<file path="config.mk">
export PLATFORM = sky130hd
export DESIGN_NAME = seg_scan8_flat
export DESIGN_NICKNAME = d
export VERILOG_FILES = /design/src/rtl/seg_pkg.sv /design/src/rtl/seg_scan8_if.sv /design/src/rtl/seg7_decode.sv /design/src/rtl/seg_scan8.sv /design/src/flat_wrapper.sv
export SDC_FILE = /design/constraint.sdc
export NUM_CORES = 1
export LEC_CHECK = 0
export ABC_AREA = 1
export CORE_AREA = 4 4 107 84
export CTS_BUF_LIST = sky130_fd_sc_hd__clkbuf_16
export CTS_CLUSTER_DIAMETER = 120
export DETAILED_ROUTE_END_ITERATION = 8
export DIE_AREA = 0 0 111 88
export HOLD_SLACK_MARGIN = 0.06
export PLACE_DENSITY = 0.77
export SETUP_SLACK_MARGIN = 0.5
export SKIP_CTS_REPAIR_TIMING = 1
export SYNTH_ARGS = -nofsm -noshare
export SYNTH_HDL_FRONTEND = slang
export SYNTH_SLANG_ARGS = --single-unit
</file>
<file path="constraint.sdc">
create_clock -name clk -period 2.5 [get_ports clk]
set_input_delay 0.25 -clock clk [delete_from_list [all_inputs] [get_ports clk]]
set_output_delay 0.25 -clock clk [all_outputs]
set_load 0.02 [all_outputs]
</file>
<file path="src/rtl/seg_pkg.sv">
`default_nettype none
// +-----------------------------------------------------------------------------+
// | Module   : seg_pkg                                                          |
// | Brief    : Seven-segment constants (active-high gfedcba) and bank size.     |
// | Revision : 1.0                                                              |
// +-----------------------------------------------------------------------------+
package seg_pkg;

   localparam int NUM_DIGITS = 8;

   localparam logic [6:0] SEG_0    = 7'h3F;
   localparam logic [6:0] SEG_1    = 7'h06;
   localparam logic [6:0] SEG_2    = 7'h5B;
   localparam logic [6:0] SEG_3    = 7'h4F;
   localparam logic [6:0] SEG_4    = 7'h66;
   localparam logic [6:0] SEG_5    = 7'h6D;
   localparam logic [6:0] SEG_6    = 7'h7D;
   localparam logic [6:0] SEG_7    = 7'h07;
   localparam logic [6:0] SEG_8    = 7'h7F;
   localparam logic [6:0] SEG_9    = 7'h6F;
   localparam logic [6:0] SEG_DASH = 7'h40;

endpackage
`default_nettype wire

</file>
<file path="src/rtl/seg_scan8_if.sv">
`default_nettype none
// +-----------------------------------------------------------------------------+
// | Module   : seg_scan8_if                                                     |
// | Brief    : Digit inputs and pin-side outputs of the 8-digit scan driver.    |
// | Revision : 1.0                                                              |
// +-----------------------------------------------------------------------------+
interface seg_scan8_if;
   import seg_pkg::*;

   logic [3:0]            d0;
   logic [3:0]            d1;
   logic [3:0]            d2;
   logic [3:0]            d3;
   logic [3:0]            d4;
   logic [3:0]            d5;
   logic [3:0]            d6;
   logic [3:0]            d7;
   logic [NUM_DIGITS-1:0] dp_mask;
   logic [NUM_DIGITS-1:0] an;
   logic [6:0]            seg;
   logic                  dp;
   logic                  frame_done;

   modport master (
      output d0, d1, d2, d3, d4, d5, d6, d7, dp_mask,
      input  an, seg, dp, frame_done
   );

   modport slave (
      input  d0, d1, d2, d3, d4, d5, d6, d7, dp_mask,
      output an, seg, dp, frame_done
   );

endinterface
`default_nettype wire

</file>
<file path="src/rtl/seg7_decode.sv">
`default_nettype none
// +-----------------------------------------------------------------------------+
// | Module   : seg7_decode                                                      |
// | Brief    : 4-bit value to active-high gfedcba pattern; non-BCD shows "-".   |
// | Revision : 1.0                                                              |
// +-----------------------------------------------------------------------------+
module seg7_decode
   import seg_pkg::*;
(
   input  logic [3:0] i_value,
   output logic [6:0] o_pattern
);

   always_comb begin
      o_pattern = SEG_DASH;
      case (i_value)
         4'd0:    o_pattern = SEG_0;
         4'd1:    o_pattern = SEG_1;
         4'd2:    o_pattern = SEG_2;
         4'd3:    o_pattern = SEG_3;
         4'd4:    o_pattern = SEG_4;
         4'd5:    o_pattern = SEG_5;
         4'd6:    o_pattern = SEG_6;
         4'd7:    o_pattern = SEG_7;
         4'd8:    o_pattern = SEG_8;
         4'd9:    o_pattern = SEG_9;
         default: o_pattern = SEG_DASH;
      endcase
   end

endmodule
`default_nettype wire

</file>
<file path="src/rtl/seg_scan8.sv">
`default_nettype none
// +-----------------------------------------------------------------------------+
// | Module   : seg_scan8                                                        |
// | Brief    : Tear-free time-multiplexed driver for an 8-digit 7-segment bank. |
// | Revision : 1.0                                                              |
// +-----------------------------------------------------------------------------+
module seg_scan8
   import seg_pkg::*;
#(
   parameter int CLK_DIV    = 50000,
   parameter int BLANK_CYC  = 4,
   parameter int BLANK_LZ   = 1,
   parameter int ACTIVE_LOW = 1
)
(
   input  logic       clk,
   input  logic       rst,
   seg_scan8_if.slave io
);

   localparam int c_TICK_W = $clog2(CLK_DIV);
   localparam int c_IDX_W  = $clog2(NUM_DIGITS);

   // Inactive pin levels; XOR with these applies the output polarity.
   localparam logic [NUM_DIGITS-1:0] c_AN_OFF  = (ACTIVE_LOW != 0) ? '1 : '0;
   localparam logic [6:0]            c_SEG_OFF = (ACTIVE_LOW != 0) ? '1 : '0;
   localparam logic                  c_DP_OFF  = (ACTIVE_LOW != 0);

   logic [c_TICK_W-1:0]   r_tick;
   logic [c_IDX_W-1:0]    r_idx;
   logic [3:0]            r_snap [NUM_DIGITS];
   logic [NUM_DIGITS-1:0] r_snap_dp;
   logic                  r_first;
   logic                  r_frame_done;
   logic [NUM_DIGITS-1:0] r_an;
   logic [6:0]            r_seg;
   logic                  r_dp;

   logic [3:0]            w_din [NUM_DIGITS];
   logic                  w_slot_end;
   logic                  w_load;
   logic                  w_blank;
   logic [3:0]            w_digit;
   logic [6:0]            w_pattern;
   logic                  w_lz;
   logic [6:0]            w_seg_on;
   logic [NUM_DIGITS-1:0] w_onehot;

   assign w_din[0] = io.d0;
   assign w_din[1] = io.d1;
   assign w_din[2] = io.d2;
   assign w_din[3] = io.d3;
   assign w_din[4] = io.d4;
   assign w_din[5] = io.d5;
   assign w_din[6] = io.d6;
   assign w_din[7] = io.d7;

   assign w_slot_end = (r_tick == c_TICK_W'(CLK_DIV - 1));
   assign w_blank    = (r_tick >= c_TICK_W'(CLK_DIV - BLANK_CYC));
   // r_first forces a snapshot on the first cycle out of reset.
   assign w_load     = r_first | (w_slot_end & (r_idx == c_IDX_W'(NUM_DIGITS - 1)));

   assign w_digit  = r_snap[r_idx];
   assign w_lz     = (BLANK_LZ != 0) && r_idx[0] && (w_digit == 4'd0);
   assign w_seg_on = w_lz ? 7'h00 : w_pattern;
   assign w_onehot = NUM_DIGITS'(1) << r_idx;

   seg7_decode u_decode (
      .i_value   (w_digit),
      .o_pattern (w_pattern)
   );

   always_ff @(posedge clk) begin
      if (rst) begin
         r_tick  <= '0;
         r_idx   <= '0;
         r_first <= 1'b1;
      end else begin
         r_tick  <= w_slot_end ? '0 : r_tick + c_TICK_W'(1);
         r_first <= 1'b0;
         if (w_slot_end) begin
            r_idx <= r_idx + c_IDX_W'(1);
         end
      end
   end

   always_ff @(posedge clk) begin
      if (rst) begin
         r_snap_dp    <= '0;
         r_frame_done <= 1'b0;
         for (int i = 0; i < NUM_DIGITS; i++) begin
            r_snap[i] <= 4'd0;
         end
      end else begin
         r_frame_done <= w_load;
         if (w_load) begin
            r_snap_dp <= io.dp_mask;
            for (int i = 0; i < NUM_DIGITS; i++) begin
               r_snap[i] <= w_din[i];
            end
         end
      end
   end

   always_ff @(posedge clk) begin
      if (rst) begin
         r_an  <= c_AN_OFF;
         r_seg <= c_SEG_OFF;
         r_dp  <= c_DP_OFF;
      end else begin
         r_an  <= (w_blank ? '0 : w_onehot) ^ c_AN_OFF;
         r_seg <= (w_blank ? 7'h00 : w_seg_on) ^ c_SEG_OFF;
         r_dp  <= (w_blank ? 1'b0 : r_snap_dp[r_idx]) ^ c_DP_OFF;
      end
   end

   assign io.an         = r_an;
   assign io.seg        = r_seg;
   assign io.dp         = r_dp;
   assign io.frame_done = r_frame_done;

endmodule
`default_nettype wire

</file>
<file path="src/flat_wrapper.sv">
// flat-port wrapper written by rule: the top's interface ports become plain ports
module seg_scan8_flat import seg_pkg::*;
#(
   parameter int CLK_DIV    = 50000,
   parameter int BLANK_CYC  = 4,
   parameter int BLANK_LZ   = 1,
   parameter int ACTIVE_LOW = 1
)
  (clk, rst, io_d0, io_d1, io_d2, io_d3, io_d4, io_d5, io_d6, io_d7, io_dp_mask, io_an, io_seg, io_dp, io_frame_done);
  seg_scan8_if io_i ();
  input  logic clk;
  input  logic rst;
  input wire logic [$bits(io_i.d0)-1:0] io_d0;
  input wire logic [$bits(io_i.d1)-1:0] io_d1;
  input wire logic [$bits(io_i.d2)-1:0] io_d2;
  input wire logic [$bits(io_i.d3)-1:0] io_d3;
  input wire logic [$bits(io_i.d4)-1:0] io_d4;
  input wire logic [$bits(io_i.d5)-1:0] io_d5;
  input wire logic [$bits(io_i.d6)-1:0] io_d6;
  input wire logic [$bits(io_i.d7)-1:0] io_d7;
  input wire logic [$bits(io_i.dp_mask)-1:0] io_dp_mask;
  output wire logic [$bits(io_i.an)-1:0] io_an;
  output wire logic [$bits(io_i.seg)-1:0] io_seg;
  output wire logic [$bits(io_i.dp)-1:0] io_dp;
  output wire logic [$bits(io_i.frame_done)-1:0] io_frame_done;
  assign io_i.d0 = io_d0;
  assign io_i.d1 = io_d1;
  assign io_i.d2 = io_d2;
  assign io_i.d3 = io_d3;
  assign io_i.d4 = io_d4;
  assign io_i.d5 = io_d5;
  assign io_i.d6 = io_d6;
  assign io_i.d7 = io_d7;
  assign io_i.dp_mask = io_dp_mask;
  assign io_an = io_i.an;
  assign io_seg = io_i.seg;
  assign io_dp = io_i.dp;
  assign io_frame_done = io_i.frame_done;
  seg_scan8 #(.CLK_DIV(CLK_DIV), .BLANK_CYC(BLANK_CYC), .BLANK_LZ(BLANK_LZ), .ACTIVE_LOW(ACTIVE_LOW)) u_core (.clk(clk), .rst(rst), .io(io_i));
endmodule
</file>
Word level (Yosys, flattened, before mapping)

Memory sizes are Yosys's and may differ from the RTL's. A register that Yosys moved wholly into a read port is not among the register bits.
Cells that the tools add are included.

Bits in writable memories: 32
Flip-flop bits (word level): 45
Memories: 2
Bits in read-only memories: 112
Word-level logic and storage cells: 54
Input bits: 42
Latch bits: 0

Memories:

| name            | depth | bits a word | rd ports | clocked after Yosys merged registers in | wr ports | RTL line          | RTL |
|---|---|---|---|---|---|---|---|
| (no name shown) | 16    | 7           | 1        | 0                                       | 0        | seg7_decode.sv:16 | `case (i_value)` |
| u_core.r_snap   | 8     | 4           | 1        | 1                                       | 8        | seg_scan8.sv:31   | `logic [3:0] r_snap [NUM_DIGITS];` |

Multiplexer cells: 21
Multipliers: 0
Divide/modulo/power cells: 0
Bitwise gates (word level): 13
Reduce and logical (&&, ||, !) cells: 3
Equality and inequality tests: 2
Shift-type cells: 1
Add/sub/neg operators: 2
Magnitude comparators: 2

Operator list:

| cell                    | number |
|---|---|
| $mux W4                 | 8 |
| $add A16 B1 Y16 const B | 1 |
| $eq A16 B16 Y1 const B  | 1 |
| $ge A16 B16 Y1 const B  | 1 |
| $mux W7                 | 2 |
| $or A1 B1 Y1            | 9 |
| $mux W8                 | 1 |
| $not A8 Y8              | 1 |
| $shl A1 B3 Y8 const A   | 1 |
| $mux W1                 | 7 |
| $not A7 Y7              | 1 |
| $mux W3                 | 2 |
| $logic_not A4 Y1        | 1 |
| $lt A3 B4 Y1 const B    | 1 |
| $add A3 B1 Y3 const B   | 1 |
| $bmux W1 S3             | 1 |
| $eq A3 B3 Y1 const B    | 1 |
| $reduce_or A2 Y1        | 1 |
| $and A1 B1 Y1           | 1 |
| $logic_and A1 B1 Y1     | 1 |
| $not A1 Y1              | 1 |

Logic depth before layout (Yosys ltp)

Word-level depth: 7
Mapped depth: 16

Hierarchy

From an unflattened synthesis, not the netlist that was laid out.

Cells, all modules: 463
Area, all modules: 3821.2 µm²

Modules (own cells, without submodules):

| module      | sequential area each (µm²) | area each (µm²) | cells each | times used |
|---|---|---|---|---|
| seg_scan8   | 1921.8                     | 3628.5          | 427        | 1 |
| seg7_decode | 0.0                        | 192.7           | 36         | 1 |

Worst setup path after synthesis

OpenSTA, ideal clock, no wires.

Kind: register to register
Start: register u_core.r_tick[0]
End: memory u_core.r_snap[0][0], enable pin
Clock period less this slack: 2.408 ns
Buffers on the path: 0
Cell stages (with the launch flop): 8
Slack: 0.092 ns
Arrival: 2.022 ns
Cell sequence: dfxtp_1 -> ha_1 -> nand3_1 -> nor2_1 -> nand2_4 -> o21ai_4 -> nor2_1 -> inv_1

RTL lines:

| what                   | RTL line        | RTL |
|---|---|---|
| start, declared        | seg_scan8.sv:29 | `logic [c_TICK_W-1:0] r_tick;` |
| start signal, assigned | seg_scan8.sv:79 | `r_tick <= w_slot_end ? '0 : r_tick + c_TICK_W'(1);` |
| end, declared          | seg_scan8.sv:31 |  |

==> results.tsv <==
stage	metric	value	unit
synthesis	top_reg_cell synth	dfxtp_1	
clock_network	Worst-Skew Late Latency	0.33	ns
synthesis	Mapped Cells	457	
cells_and_area	share of cells above drive strength 1	0.121	
cells_and_area	FILL cells	642	
placed_design	placed cells	613	
timing	Final Max Tran Viols	0	
route	Antenna Nets Post-Route	0	
global_routing	initial antenna violation count	0	
synthesis	post-synth top area share	0.259	
flow_run	Max-cap violations	0	
timing	worst-margin pin slew	0.451	ns
clock_network	CTS buffer count	9	
timing	Tcrit/Tclk final	0.742	
synthesis	register area share after synthesis	0.519	
synthesis	cell taking the most area after synthesis	dfxtp_1	
timing	maximum clock rate	0.539	GHz
power_and_ir_drop	Flop pwr share	0.446	
synthesis	library cells used by synthesis	31	
route	routed vias	3024	
route	# DRC	0	
floorplanning	io pins	59	
power_and_ir_drop	P_leak	0.00219	uW
synthesis	synth top area cells	dfxtp_1 26%, edfxtp_1 26%, nand2_1 12%, inv_1 8.3%, nand3_1 5.5%	
worst_setup_path	reg2reg path depth	8	
cells_and_area	P&R area growth vs syn	30.6	%
hold_path	hold path cells	1	
route	Starting DRT DRC Count	203	
timing	Slew headroom	0.699	
synthesis	multiplexer area fraction after synthesis	0	
clock_network	H-tree depth	3	
global_routing	vias in the first global route	2846	
power_and_ir_drop	switching fraction of total power	0.209	
timing	unrepaired setup endpoints after global routing	yes	
cells_and_area	Final Util	0.619	
synthesis	Post-Synth Adder-Cell Area	0.0439	
timing	final hold viol count	0	
floorplanning	Core Rows	28	
power_and_ir_drop	Worst IR Drop VDD	275	uV
synthesis	largest family of logic cells by synthesized area	simple AND/OR/NAND/NOR gates	
worst_setup_path	CP Class	flop to flop	
power_and_ir_drop	Pwr Density	665	mW/mm2
synthesis	post-synthesis simple-gate area fraction	0.285	
synthesis	Synth Area in XOR/XNOR	0.00709	
route	first-pass iteration count of the detailed router	5	
clock_network	TritonCTS clock tree	done	
timing	endpoints failing setup	0	
power_and_ir_drop	combinational group share of total power	0.084	
global_routing	Total Routing Usage GR	0.163	
power_and_ir_drop	Net Switching	672	uW
clock_network	Root Buffer	clkbuf_16	
cells_and_area	final non-filler cell total	633	
power_and_ir_drop	Int Pwr	2550	uW
clock_network	clk sinks	80	
global_routing	met3 usage	0.0414	
run_status	status	complete, no violations	
cells_and_area	# diodes	0	
synthesis	area fraction in compound gates after synthesis	0.0436	
placed_design	dpl hpwl	5.47	mm
timing	Final Critical Period	1.86	ns
power_and_ir_drop	Power Total	3220	uW
route	wire length per cell	12.2	um
power_and_ir_drop	Clk pwr share	0.469	
synthesis	Mapped Avg Cell Area	8.11	um2
worst_setup_path	Critical Path Fanout Max	16	
global_routing	GRT busiest layer	met2	
placed_design	IO buf count	58	
route	post-DR vias/cell	4.78	
cells_and_area	fin area	0.00484	mm2
global_routing	GR Overflow Total	0	
synthesis	Yosys reg bits	80	
synthesis	Post-Syn Area	0.00371	mm2
hold_path	Hold/Removal Path Class	flop to flop	
floorplanning	core area	0.00781	mm2
timing	setup TNS	0	ns
global_routing	GR Util met1	0.206	
worst_setup_path	critical path capture point type	flop	
global_routing	first-pass GRT wire length	12.8	mm
synthesis	Post-Syn Nets	512	
worst_setup_path	Worst EP required	2.54	ns
global_routing	largest net degree at the start of global routing	33	
floorplanning	total die area	0.00977	mm2
synthesis	FFs w/ async S/R, synth	0	
placed_design	GP Congestion	0.859	
clock_network	maximum buffer depth of the clock tree	2	
route	final WL	7.72	mm
worst_setup_path	WP data arrival	1.90	ns
worst_setup_path	critical path launch point type	flop	
floorplanning	Die Wd	111	um
floorplanning	Die Y-Extent	88	um
cells_and_area	multi-input logic area	0.00144	mm2
cells_and_area	nets	578	
placed_design	dpl cell area	0.00441	mm2
global_routing	met2 Track Usage GR	0.274	
synthesis	Synth Warn #	0	
floorplanning	Initial Util	0.474	
timing	Clock Skews	0.00596	ns
synthesis	Post-synth EDFFs	32	
cells_and_area	Reg area	0.00193	mm2
clock_network	Reg clk slew, reported paths	0.06	ns
## flip-flops by register name, summed over array words and instances (netlist names), named ones only
register,cells
u_core.r_first,1
u_core.r_tick,16
u_core.r_snap,32
u_core.io.seg,7
u_core.r_idx,3
u_core.io.an,8
u_core.io.dp,1
u_core.r_snap_dp,8
u_core.io.frame_done,1
## Yosys cell counts, types with 2 or more instances
cell,instances
nor2_1,45
ha_1,13
buf_4,2
clkbuf_1,3
a31oi_1,2
nand3_1,41
o21ai_0,7
nand4_1,3
buf_6,2
nand2_1,118
dfxtp_1,48
xor2_1,3
buf_2,2
inv_2,2
nor2_2,20
edfxtp_1,32
inv_1,82
nand2_4,2
or2_2,3
a21oi_1,12
nor3b_1,2
nor3_1,4
## critical path, cell delays in order (launching register included)
cell and delay (ns):
dfxtp_1 0.36, ha_2 0.21, nand3_2 0.09, nor2_2 0.19, nand2_4 0.10, o21ai_4 0.21
nor2_4 0.10, clkinvlp_4 0.12, clkbuf_16 0.19
## placed cells by master (no fill, tap or decap), drive strengths merged, types with 4 or more instances in the layout
| master | n |
|---|---|
| o21ai | 9 |
| ha | 13 |
| nor3 | 4 |
| dfxtp | 48 |
| nand2 | 120 |
| clkdlybuf4s50 | 58 |
| nor2 | 66 |
| clkbuf | 13 |
| a21oi | 12 |
| edfxtp | 32 |
| buf | 4 |
| inv | 84 |
| nand3 | 41 |
## cells by family after synthesis
| family | after synthesis |
|---|---|
| AO/OA/AOI/OAI | 27 |
| buffers and inverters | 94 |
| flip-flops | 80 |
| AND/OR/NAND/NOR | 240 |
| adder cells (fa/ha/maj) | 13 |
| XOR/XNOR | 3 |
## power by group through the flow
stage / registers (uW) / clock network [uW] / logic (uW)
after detailed placement: 1470 / 0 / 261
after global routing: 1440 / 1590 / 300
after floorplan: 1480 / 0 / 125
after CTS: 1440 / 1530 / 264
final: 1440 / 1510 / 271
after global placement: 1460 / 0 / 257
## path summary, 6_finish.rpt
path                    startpoint                  end  slack, ns
setup / recovery  u_core.r_tick[1]  u_core.r_snap[6][0]       0.64
setup reg to reg  u_core.r_tick[1]  u_core.r_snap[6][0]       0.64
hold reg to reg   u_core.r_tick[0]     u_core.r_tick[0]       0.43
hold / removal    u_core.r_tick[0]     u_core.r_tick[0]       0.43
## stage by stage
| stage | hold WS, ns | worst slack [ns] |
|---|---|---|
| 4_1_cts | 0.434 | 0.162 |
| 3_5_place_dp | 0.426 | 0.184 |
| 2_1_floorplan | 0.278 | 0.512 |
| 3_3_place_gp | 0.418 | 0.315 |
| 5_1_grt | 0.457 | 0.495 |
| 6_report | 0.430 | 0.644 |
## area by class of cell
class / count / area share
Clock buffer: 11 / 0.0569
Clock inverter: 5 / 0.0171
Inverter: 85 / 0.0672
Multi-Input combinational cell: 283 / 0.297
Sequential cell: 80 / 0.399
Tap cell: 105 / 0.0272
Timing Repair Buffer: 64 / 0.136
## per-layer routing
metal	vias to the layer above	wire length (um)
met2	99	3660
met4	0	111
met3	13	446
met1	1369	3500
met5	-	0
li1	1543	-
No activity file was read; power rests on OpenSTA's default activity.
